===== config.mk =====
export PLATFORM = sky130hd
export DESIGN_NAME = bcd_xs3_seq_conv
export DESIGN_NICKNAME = d
export VERILOG_FILES = /design/src/rtl/bcd_xs3_seq_conv.sv
export SDC_FILE = /design/constraint.sdc
export NUM_CORES = 1
export LEC_CHECK = 0
export CAP_MARGIN = 0
export CORE_UTILIZATION = 42
export DETAILED_ROUTE_END_ITERATION = 8
export PLACE_DENSITY = 0.75
export SLEW_MARGIN = 10
export SYNTH_ARGS = -nofsm -noshare
export SYNTH_HDL_FRONTEND = slang
export SYNTH_SLANG_ARGS = --single-unit

===== constraint.sdc =====
create_clock -name clk -period 4.7 [get_ports clk]
set_input_delay 0.94 -clock clk [delete_from_list [all_inputs] [get_ports clk]]
set_output_delay 0.94 -clock clk [all_outputs]
set_load 0.05 [all_outputs]

===== src/rtl/bcd_xs3_seq_conv.sv =====
// Digit-serial BCD <-> Excess-3 converter, one digit per clock, LSD first, with valid/ready on both sides.
// Optional XS3->BCD direction (in_mode port) is enabled by defining BCD_XS3_REVERSE_EN.
module bcd_xs3_seq_conv #(
  parameter int DIGITS = 4
) (
  input  logic                  clk,
  input  logic                  rst,
  input  logic                  in_valid,
  output logic                  in_ready,
  input  logic [4*DIGITS-1:0]   in_data,
`ifdef BCD_XS3_REVERSE_EN
  input  logic                  in_mode,
`endif
  output logic                  out_valid,
  input  logic                  out_ready,
  output logic [4*DIGITS-1:0]   out_data,
  output logic [DIGITS-1:0]     out_err
);

  localparam int CNT_W = (DIGITS > 1) ? $clog2(DIGITS) : 1;
  localparam logic [CNT_W-1:0] LAST = CNT_W'(DIGITS - 1);

  typedef enum logic [1:0] {IDLE, CONV, DONE} state_t;

  state_t                state;
  logic [CNT_W-1:0]      cnt;
  logic [4*DIGITS-1:0]   sh;
  logic [4*DIGITS-1:0]   res;
  logic [4*DIGITS-1:0]   res_next;
  logic [DIGITS-1:0]     err_acc;
  logic [DIGITS-1:0]     err_next;
  logic [3:0]            digit_cnv;
  logic                  digit_err;
`ifdef BCD_XS3_REVERSE_EN
  logic                  mode;
`endif

  // Result packing is {err, digit}; illegal codes map to zero so no wrap is visible.
  function automatic logic [4:0] to_xs3(input logic [3:0] d);
    if (d <= 4'd9) return {1'b0, d + 4'd3};
    return 5'b1_0000;
  endfunction

`ifdef BCD_XS3_REVERSE_EN
  function automatic logic [4:0] to_bcd(input logic [3:0] d);
    if (d >= 4'd3 && d <= 4'd12) return {1'b0, d - 4'd3};
    return 5'b1_0000;
  endfunction
`endif

  always_comb begin
`ifdef BCD_XS3_REVERSE_EN
    {digit_err, digit_cnv} = mode ? to_bcd(sh[3:0]) : to_xs3(sh[3:0]);
`else
    {digit_err, digit_cnv} = to_xs3(sh[3:0]);
`endif
    res_next                      = res;
    res_next[4*int'(cnt) +: 4]    = digit_cnv;
    err_next                      = err_acc;
    err_next[int'(cnt)]           = digit_err;
  end

  // Working registers (sh/res/err_acc) are fully rewritten per word, so they need no reset;
  // the visible outputs only update when a whole word has completed.
  always_ff @(posedge clk) begin
    if (rst) begin
      state     <= IDLE;
      cnt       <= '0;
      in_ready  <= 1'b1;
      out_valid <= 1'b0;
      out_data  <= '0;
      out_err   <= '0;
    end else begin
      case (state)
        IDLE: begin
          if (in_valid && in_ready) begin
            sh       <= in_data;
`ifdef BCD_XS3_REVERSE_EN
            mode     <= in_mode;
`endif
            err_acc  <= '0;
            cnt      <= '0;
            in_ready <= 1'b0;
            state    <= CONV;
          end
        end
        CONV: begin
          sh      <= sh >> 4;
          res     <= res_next;
          err_acc <= err_next;
          if (cnt == LAST) begin
            cnt       <= '0;
            out_data  <= res_next;
            out_err   <= err_next;
            out_valid <= 1'b1;
            state     <= DONE;
          end else begin
            cnt <= cnt + 1'b1;
          end
        end
        DONE: begin
          if (out_ready) begin
            out_valid <= 1'b0;
            in_ready  <= 1'b1;
            state     <= IDLE;
          end
        end
        default: begin
          state     <= IDLE;
          in_ready  <= 1'b1;
          out_valid <= 1'b0;
        end
      endcase
    end
  end

endmodule


==> After elaboration in Yosys (flattened, before gate mapping) <==
Index checks and enable logic that the tools add are counted.
{ "classes": {"add_sub_neg": 3, "magnitude_cmp": 3, "n_eq_ne": 6, "shift": 2, "n_mux": 24, "bitwise": 3, "n_reduce_logical": 11} }
{ "op_table": {"columns": ["op", "n"], "rows": [
  ["$neg A4 Y33", 1],
  ["$shift A4 B33 Y16 const A", 1],
  ["$shiftx A4 B33 Y16", 1],
  ["$pmux W16 S2", 1],
  ["$bwmux W16", 1],
  ["$mux W16", 1],
  ["$reduce_and A3 Y1", 4],
  ["$mux W2", 5],
  ["$mux W5", 2],
  ["$pmux W4 S2", 1],
  ["$mux W1", 6],
  ["$ne A2 B2 Y1 const B", 3],
  ["$pmux W1 S3", 2],
  ["$pmux W2 S3", 1],
  ["$reduce_and A2 Y1", 3],
  ["$add A4 B2 Y4 const B", 1],
  ["$bwmux W4", 1],
  ["$eq A2 B2 Y1 const B", 2],
  ["$le A4 B4 Y1 const B", 1],
  ["$mux W4", 1],
  ["$pmux W2 S2", 1],
  ["$lt A2 B3 Y1 const B", 1],
  ["$not A1 Y1", 3],
  ["$add A2 B1 Y2 const B", 1],
  ["6 further kinds", 7]
]} }
{ "totals": {"regBits": 62, "input_bits": 20, "output_inout_bits": 22, "word_cells": 61} }

==> Depth between registers and ports, before layout <==
Gate-level depths: netlist of run 1.
{ "depth": {"ltp_word": 6, "mapped_depth": 6, "mapped_depth_nobuf": 6} }

==> Worst setup path after synthesis of run 1 <==
Ideal clock, no wire load.
{ "synth_path": {"kind": "input to register", "from": "input port rst", "to": "register err_acc[0] (enable)", "setup_time_ns": 0.395, "arrival_time_ns": 2.179, "required_time_ns": 4.305, "setup_slack_ns": 2.126, "cell_stages": 3, "path_buffers": 2, "cell_sequence": "clkbuf_1 clkbuf_1 nor2_1"} }
{ "synth_via": {"elab_chain_len": 2} }
{ "synth_rtl": {"columns": ["item", "line", "rtl"], "rows": [
  ["from (decl)", "7", "input logic rst,"],
  ["$not A1 Y1 (no source line)", null, null],
  ["$reduce_and A3 Y1 (no source line)", null, null],
  ["to (signal assigned)", "90", "err_acc <= err_next;"],
  ["to (decl)", "30", "logic [DIGITS-1:0] err_acc;"]
]} }
Every way passes these cells.
A chain may end at the register's enable or synchronous reset.

==> Worst setup path after layout of run 1 <==
{ "layout_path": {"from": "register in_ready", "to": "output port in_ready"} }
{ "layout_rtl": {"columns": ["item", "line", "rtl"], "rows": [
  ["from (decl)", "9", "output logic in_ready,"],
  ["from (signal assigned)", "69", "in_ready <= 1'b1;"],
  ["from (signal assigned)", "83", "in_ready <= 1'b0;"],
  ["from (signal assigned)", "104", "in_ready <= 1'b1;"]
]} }
No word-level cell between the ends.

==> results of run 1 <==
==> per-layer routing <==
layer  GRT usage [%]  up-vias
met2            24.6       51
met5               0        -
met3            4.44        5
met1            21.9      880
met4            10.9        0
li1                -      985
==> power by group through the flow <==
stage	sequential, mW	combinational, mW	clock (mW)
4_1_cts	0.605	0.123	0.456
5_1_grt	0.607	0.137	0.483
6_report	0.606	0.123	0.447
3_3_place_gp	0.616	0.121	0
2_1_floorplan	0.617	0.0817	0
3_5_place_dp	0.617	0.123	0
==> state kept, by name (all words and copies together) (netlist names) <==
name and flops:
out_err 4, state 2, in_ready 1, out_valid 1, res 16, cnt 2, err_acc 3, out_data 16
sh 16
==> layout make-up <==
| cell class | instances | area [µm²] | area share [%] |
|---|---|---|---|
| clock buffers | 14 | 184 | 5.48 |
| clock inverters | 2 | 13.8 | 0.410 |
| inverters | 11 | 41.3 | 1.23 |
| multi-input cells | 177 | 1020 | 30.3 |
| flip-flops and latches | 61 | 1570 | 46.8 |
| well taps | 75 | 93.8 | 2.80 |
| repair buffers | 44 | 433 | 12.9 |
==> layout by cell type (no fill, tap or decap), drive strengths merged, types with 3 or more instances in the layout <==
master / netlist / routed
a22o: 7 / 7
nor3: 3 / 3
a21oi: 14 / 14
nor2: 31 / 31
edfxtp: 35 / 35
and2: 5 / 5
clkdlybuf4s50: 0 / 41
mux2i: 4 / 4
dfxtp: 26 / 26
nand2b: 3 / 3
inv: 11 / 11
nand2: 70 / 70
clkbuf: 6 / 14
o21a: 7 / 7
ha: 8 / 8
a311oi: 9 / 9
a211oi: 3 / 3
buf: 5 / 3
==> synth_stat cells (2+ instances only) <==
cell type / count / share of area (%)
sky130_fd_sc_hd__and2_1: 5 / 1.2
sky130_fd_sc_hd__nor3_2: 2 / 0.75
sky130_fd_sc_hd__a22o_2: 2 / 0.75
sky130_fd_sc_hd__clkbuf_1: 6 / 0.84
sky130_fd_sc_hd__dfxtp_1: 26 / 19
sky130_fd_sc_hd__a311oi_1: 8 / 2.6
sky130_fd_sc_hd__a22oi_1: 2 / 0.56
sky130_fd_sc_hd__buf_2: 4 / 0.75
sky130_fd_sc_hd__nor2_1: 30 / 4.2
sky130_fd_sc_hd__a21oi_1: 14 / 2.6
sky130_fd_sc_hd__inv_1: 10 / 1.4
sky130_fd_sc_hd__a211oi_1: 3 / 0.84
sky130_fd_sc_hd__o22ai_1: 2 / 0.47
sky130_fd_sc_hd__edfxtp_1: 35 / 39
sky130_fd_sc_hd__nand2b_1: 2 / 0.47
sky130_fd_sc_hd__nand2_1: 69 / 9.7
sky130_fd_sc_hd__a22o_1: 5 / 1.6
sky130_fd_sc_hd__mux2i_1: 4 / 1.5
sky130_fd_sc_hd__o21a_1: 7 / 2.0
sky130_fd_sc_hd__ha_1: 8 / 3.7
==> through the flow <==
| stage | total power [mW] | util [%] | hold WS (ns) |
|---|---|---|---|
| finish | 1.18 | 55.7 | 0.490 |
| global route | 1.23 | 55.7 | 0.515 |
| CTS | 1.18 | 55.7 | 0.494 |
| detailed placement | 0.739 | 52.4 | 0.470 |
| global placement | 0.737 | 52.4 | 0.466 |
| floorplan | 0.699 | - | 0.473 |
==> path summary, 6_finish.rpt <==
| check | from | to | slack [ns] | cells past startpoint |
|---|---|---|---|---|
| setup / recovery | in_ready | in_ready | 2.21 | 1 |
| hold / removal | out_err[3] | out_err[3] | 0.49 | 2 |
| setup reg to reg | cnt[0] | out_data[2] | 2.61 | 5 |
| hold reg to reg | out_err[3] | out_err[3] | 0.49 | 2 |
==> kinds of logic (layout without fill, tap and decap cells) <==
| family | count (synthesis) | count (layout) | synth area share (%) |
|---|---|---|---|
| xor gates and xnor gates | 1 | 1 | 0.327 |
| adders and majority gates | 8 | 8 | 3.73 |
| AOI/OAI and AO/OA | 48 | 48 | 13.1 |
| muxes | 4 | 4 | 1.49 |
| buffers and inverters | 22 | 71 | 3.41 |
| DFF | 61 | 61 | 58.6 |
| and+or+nand+nor | 116 | 116 | 19.3 |
==> run summary, run 1 <==
=========================================================================================
Outcome                                                                      complete, no violations
Cell area after placement                                                        3160 µm²
Number of buffers on the longest clock path                                             2
Register area share after synthesis                                                 58.6%
Fill cells                                                                            531
Final worst path period need                                                      2.49 ns
Mean area per synthesized cell                                                   10.3 µm²
Distinct cells, synth                                                                  36
Path category of the worst min-delay check                                   flop to flop
Global route overflow                                                                   0
Relative contribution of sequential cells to total power                            51.5%
Vias in the first global route                                                       1791
Number of synthesized flops with an enable pin                                         35
Number of setup violations in the final report                                          0
Largest stage delay on the critical path                                          0.83 ns
Routed wire length on met3                                                         271 µm
Fin nets                                                                              332
Antenna Violating Nets Remaining                                                        0
Number of standard cells in the final layout excluding fillers                        384
Post-synth design cell area                                                      2680 µm²
Area of the die                                                                  6700 µm²
Placement row count                                                                    28
Cell at the root of the clock tree                                           sky130_fd_sc_hd__clkbuf_8
1st-iter DRT viols                                                                     86
Max Fclk                                                                        0.401 GHz
Setup Fix Bufs, Post-CTS                                                                0
Setup repair after global routing missed its margin                                 false
Worst clock skew                                                               0.00774 ns
Worst Setup End Kind                                                         primary output
CTS clock-pin slew for the worst setup and hold paths                             0.06 ns
Ant diodes                                                                              0
Routed wire length on met2                                                        2370 µm
Final-report max-slew violation count                                                   0
Die height                                                                        81.9 µm
Prevailing post-synth register cell                                          sky130_fd_sc_hd__edfxtp_1
Minimum setup slack after placement                                               2.11 ns
Sw frac                                                                             23.9%
Syn nets                                                                              288
Highest metal layer used by the detailed router                                      met4
Number of clock buffers inserted by TritonCTS                                           9
Count of boundary I/O pins                                                             42
Launching element type of the critical path                                          flop
Internal power component                                                         0.895 mW
Proportion of register bits with asynchronous set or reset after synthesis             0%
Setup Crit Path Kind                                                         flop to primary output
Std-Cell Core Area                                                               6030 µm²
Comb power frac                                                                     10.4%
Number of buffer and inverter instances along the worst setup path                      1
Mean number of vias per cell                                                         5.00
DRC violation count after routing                                                       0
Number of antenna violations at the first check in global routing                       0
PnR worst setup slack                                                             2.21 ns
P_sw                                                                             0.281 mW
H-tree depth                                                                            3
Maximum fanout encountered on the critical timing path                                  5
Hpwl dp                                                                           3400 µm
Share of layout cells above drive strength 1                                        9.06%
Count of port buffers added during placement                                           41
GR Util All Layers                                                                  16.8%
Clk Latency, worst-skew pair                                                      0.33 ns
Hold-fix buffers, CTS                                                                   0
Number of vias in the routed layout                                                  1921
Number of storage elements in the synthesis netlist                                    61
Required arrival time at the worst endpoint                                       3.76 ns
Synth Instances                                                                       260
CTS tree                                                                             done
Summed negative setup slack over all endpoints                                       0 ns
Tcrit/Tclk final                                                                    53.1%
Effective utilization at floorplan                                                  44.5%
Maximum number of pins on one net before global-route repair                           29
Instance count after placement with tap cells included                                368
Design Area, Final                                                               3350 µm²
Arrival @ worst endpoint                                                          1.55 ns
Endpoints failing hold                                                                  0
Die Span X                                                                        81.9 µm
Met1 layer wirelength in the final routing                                        2310 µm
Routability congestion estimate from global placement                               0.764
Yosys warning total                                                                     0
Leakage Power                                                                     1.26 nW
Cell family contributing the most delay on the critical path                 buffers and inverters
Max_slew headroom                                                                   52.6%
Max capacitance violation total                                                         0
Clock Power Share                                                                   38.0%
Avg WL per Cell                                                                   13.0 µm
Cell at the slowest stage of the critical path                               sky130_fd_sc_hd__clkdlybuf4s50_1
Global-route wire length before repair                                            8170 µm
Clock sink count                                                                       61
Area growth from synthesis to layout                                                25.2%
First-pass iteration count of the detailed router                                       4
DRT Wirelength                                                                    5010 µm
Cell Pwr Density                                                               350 nW/µm²
Worst-case vdd ir drop                                                             170 µV
Least-Margin Pin Slew                                                            0.711 ns
CTS-repair resized insts                                                                0
Series of cell instances along the critical path                             clkdlybuf4s50_1
=========================================================================================
Note: power is estimated with default switching activity, not from simulation.
==> run 2, diff against run 1 <==
==> constraint.sdc (replaced) <==
create_clock -name clk -period 2.4 [get_ports clk]
set_input_delay 0.48 -clock clk [delete_from_list [all_inputs] [get_ports clk]]
set_output_delay 0.48 -clock clk [all_outputs]
set_load 0.05 [all_outputs]
==> run 2 against run 1 <==
Clock skew down 0.0020 ns. Critical path type unchanged. Critical endpoint unchanged. Global-route usage up 0.059 points. Worst setup slack worse by 1.8 ns. Routed wire length up 1.1%. Via count up 0.31%. Die area unchanged. Clock power up 96%. Sequential share of layout area down 0.052 points. Combinational power up 98%. Total power up 96%.
==> run summary, run 2 (same netlist as run 1, synthesis figures left out) <==
=====================================================================================
Outcome                                                                  complete, no violations   unchanged
Number of vias in the routed layout                                              1927   was 1921
Number of buffer and inverter instances along the worst setup path                  1   unchanged
Path category of the worst min-delay check                               flop to flop   unchanged
Worst-case vdd ir drop                                                         373 µV   was 170 µV
Antenna Violating Nets Remaining                                                    0   unchanged
Final worst path period need                                                  2.03 ns
Global route overflow                                                               0   unchanged
H-tree depth                                                                        3   unchanged
Leading registers by flop count                                          out_data x16, res x16, sh x16   unchanged
Instance count after placement with tap cells included                            370   was 368
Mean number of vias per cell                                                     4.99   was 5.00
Layout Utilization                                                              55.7%   about the same
Hold-fix buffers, CTS                                                               0   unchanged
Vias in the first global route                                                   1746   was 1791
Worst Setup End Kind                                                     primary output   unchanged
Maximum fanout encountered on the critical timing path                              5   unchanged
Count of boundary I/O pins                                                         42   unchanged
Maximum number of pins on one net before global-route repair                       26   was 29
Ant diodes                                                                          0   unchanged
Final-report max-slew violation count                                               0   unchanged
Max Fclk                                                                    0.493 GHz
Die height                                                                    81.9 µm   unchanged
Launching element type of the critical path                                      flop   unchanged
Tcrit/Tclk final                                                                84.5%
Cell family contributing the most delay on the critical path             buffers and inverters   unchanged
GR Util All Layers                                                              16.9%   was 16.8%
Required arrival time at the worst endpoint                                   1.92 ns   was 3.76 ns
Area of the die                                                              6700 µm²   unchanged
Clk Latency, worst-skew pair                                                  0.34 ns   was 0.33 ns
Global-route wire length before repair                                        8210 µm   was 8170 µm
DRC violation count after routing                                                   0   unchanged
1st-iter DRT viols                                                                111   was 86
Die Span X                                                                    81.9 µm   unchanged
Summed negative setup slack over all endpoints                                   0 ns   unchanged
Placement row count                                                                28   unchanged
Setup Crit Path Kind                                                     flop to primary output   unchanged
Setup Fix Bufs, Post-CTS                                                            0   unchanged
Setup repair after global routing missed its margin                             false   unchanged
CTS clock-pin slew for the worst setup and hold paths                         0.06 ns   about the same
Clock sink count                                                                   61   unchanged
DRT Wirelength                                                                5060 µm   was 5010 µm
Avg WL per Cell                                                               13.1 µm   was 13.0 µm
Max_slew headroom                                                               62.9%   was 52.6%
Area growth from synthesis to layout                                            25.3%   was 25.2%
Number of standard cells in the final layout excluding fillers                    386   was 384
Largest stage delay on the critical path                                      0.83 ns   about the same
Least-Margin Pin Slew                                                        0.556 ns   was 0.711 ns
Endpoints failing hold                                                              0   unchanged
Design Area, Final                                                           3360 µm²   was 3350 µm²
Fin nets                                                                          334   was 332
Effective utilization at floorplan                                              44.5%   unchanged
PnR Total Power                                                               2.30 mW   was 1.18 mW
Number of antenna violations at the first check in global routing                   0   unchanged
Commonest non-fill, non-tap cells in the layout                          69 x sky130_fd_sc_hd__nand2_1, 41 x sky130_fd_sc_hd__clkdlybuf4s50_1, 35 x sky130_fd_sc_hd__edfxtp_1   unchanged
First-pass iteration count of the detailed router                                   4   unchanged
Cell area after placement                                                    3170 µm²   was 3160 µm²
Most frequent standard cell in the layout excluding fill and tap cells   sky130_fd_sc_hd__nand2_1   unchanged
Cell Pwr Density                                                           686 nW/µm²   was 350 nW/µm²
Cell at the root of the clock tree                                       sky130_fd_sc_hd__clkbuf_8   unchanged
Std-Cell Core Area                                                           6030 µm²   unchanged
Max capacitance violation total                                                     0   unchanged
Series of cell instances along the critical path                         clkdlybuf4s50_1   unchanged
Share of layout cells above drive strength 1                                    8.68%   was 9.06%
CTS-repair resized insts                                                            0   unchanged
Number of setup violations in the final report                                      0   unchanged
Hpwl dp                                                                       3560 µm   was 3400 µm
Arrival @ worst endpoint                                                      1.55 ns   about the same
Routability congestion estimate from global placement                           0.771   was 0.764
Cell at the slowest stage of the critical path                           sky130_fd_sc_hd__clkdlybuf4s50_1   unchanged
Count of port buffers added during placement                                       41   unchanged
Number of buffers on the longest clock path                                         2   unchanged
Number of clock buffers inserted by TritonCTS                                       9   unchanged
Worst clock skew                                                           0.00578 ns   was 0.00774 ns
CTS tree                                                                         done   unchanged
Fill cells                                                                        552   was 531
Leakage Power                                                                 1.26 nW   about the same
=====================================================================================
## run 2: cell types whose count changed in the layout (fill, tap and decap cells not counted), sizes merged
cell,change
bufinv,+1
clkinv,-2
buf,+2
clkbuf,+1
## run 2: final cells by class
type | count | area, µm² | area share (%)
clock buffer | 15 | 156 | 4.66
sequential | 61 | 1570 | 46.8
inverter | 11 | 41.3 | 1.23
tap | 75 | 93.8 | 2.79
clock inverter | 1 | 30.0 | 0.894
timing repair buffer | 46 | 448 | 13.3
multi-input combinational | 177 | 1020 | 30.3
## run 2: tightest hold or removal path, cell delays in order (launching register included)
cell                      delay [ns]
sky130_fd_sc_hd__dfxtp_1        0.32
sky130_fd_sc_hd__nand2_1        0.06
sky130_fd_sc_hd__a21oi_1        0.06
## run 2: final timing paths
check | to | depth (start not counted) | slack [ns] | start
worst min-delay path | out_err[3] | 2 | 0.49 | out_err[3]
worst max register to register | out_data[10] | 5 | 0.45 | cnt[0]
worst max-delay path | in_ready | 1 | 0.37 | in_ready
worst min register to register | out_err[3] | 2 | 0.49 | out_err[3]
## run 2: per-layer routing
layer | vias up | routed length (µm) | GRT usage [%]
li1 | 995 | - | -
met5 | - | 0 | 0
met4 | 0 | 90 | 6.84
met1 | 875 | 2440 | 22.1
met3 | 8 | 234 | 6.00
met2 | 49 | 2300 | 25.3
## run 2: power by group
part / total, mW / switching, mW / internal, mW
clock network: 0.875 / 0.364 / 0.511
registers: 1.19 / 0.0223 / 1.16
logic: 0.244 / 0.148 / 0.0964
## run 2: per-stage QoR
step                setup slack (ns)  hold slack, ns
global route                   0.230           0.504
detailed placement             0.434           0.470
floorplan                      0.269           0.473
global placement               0.510           0.464
CTS                            0.346           0.487
finish                         0.372           0.487
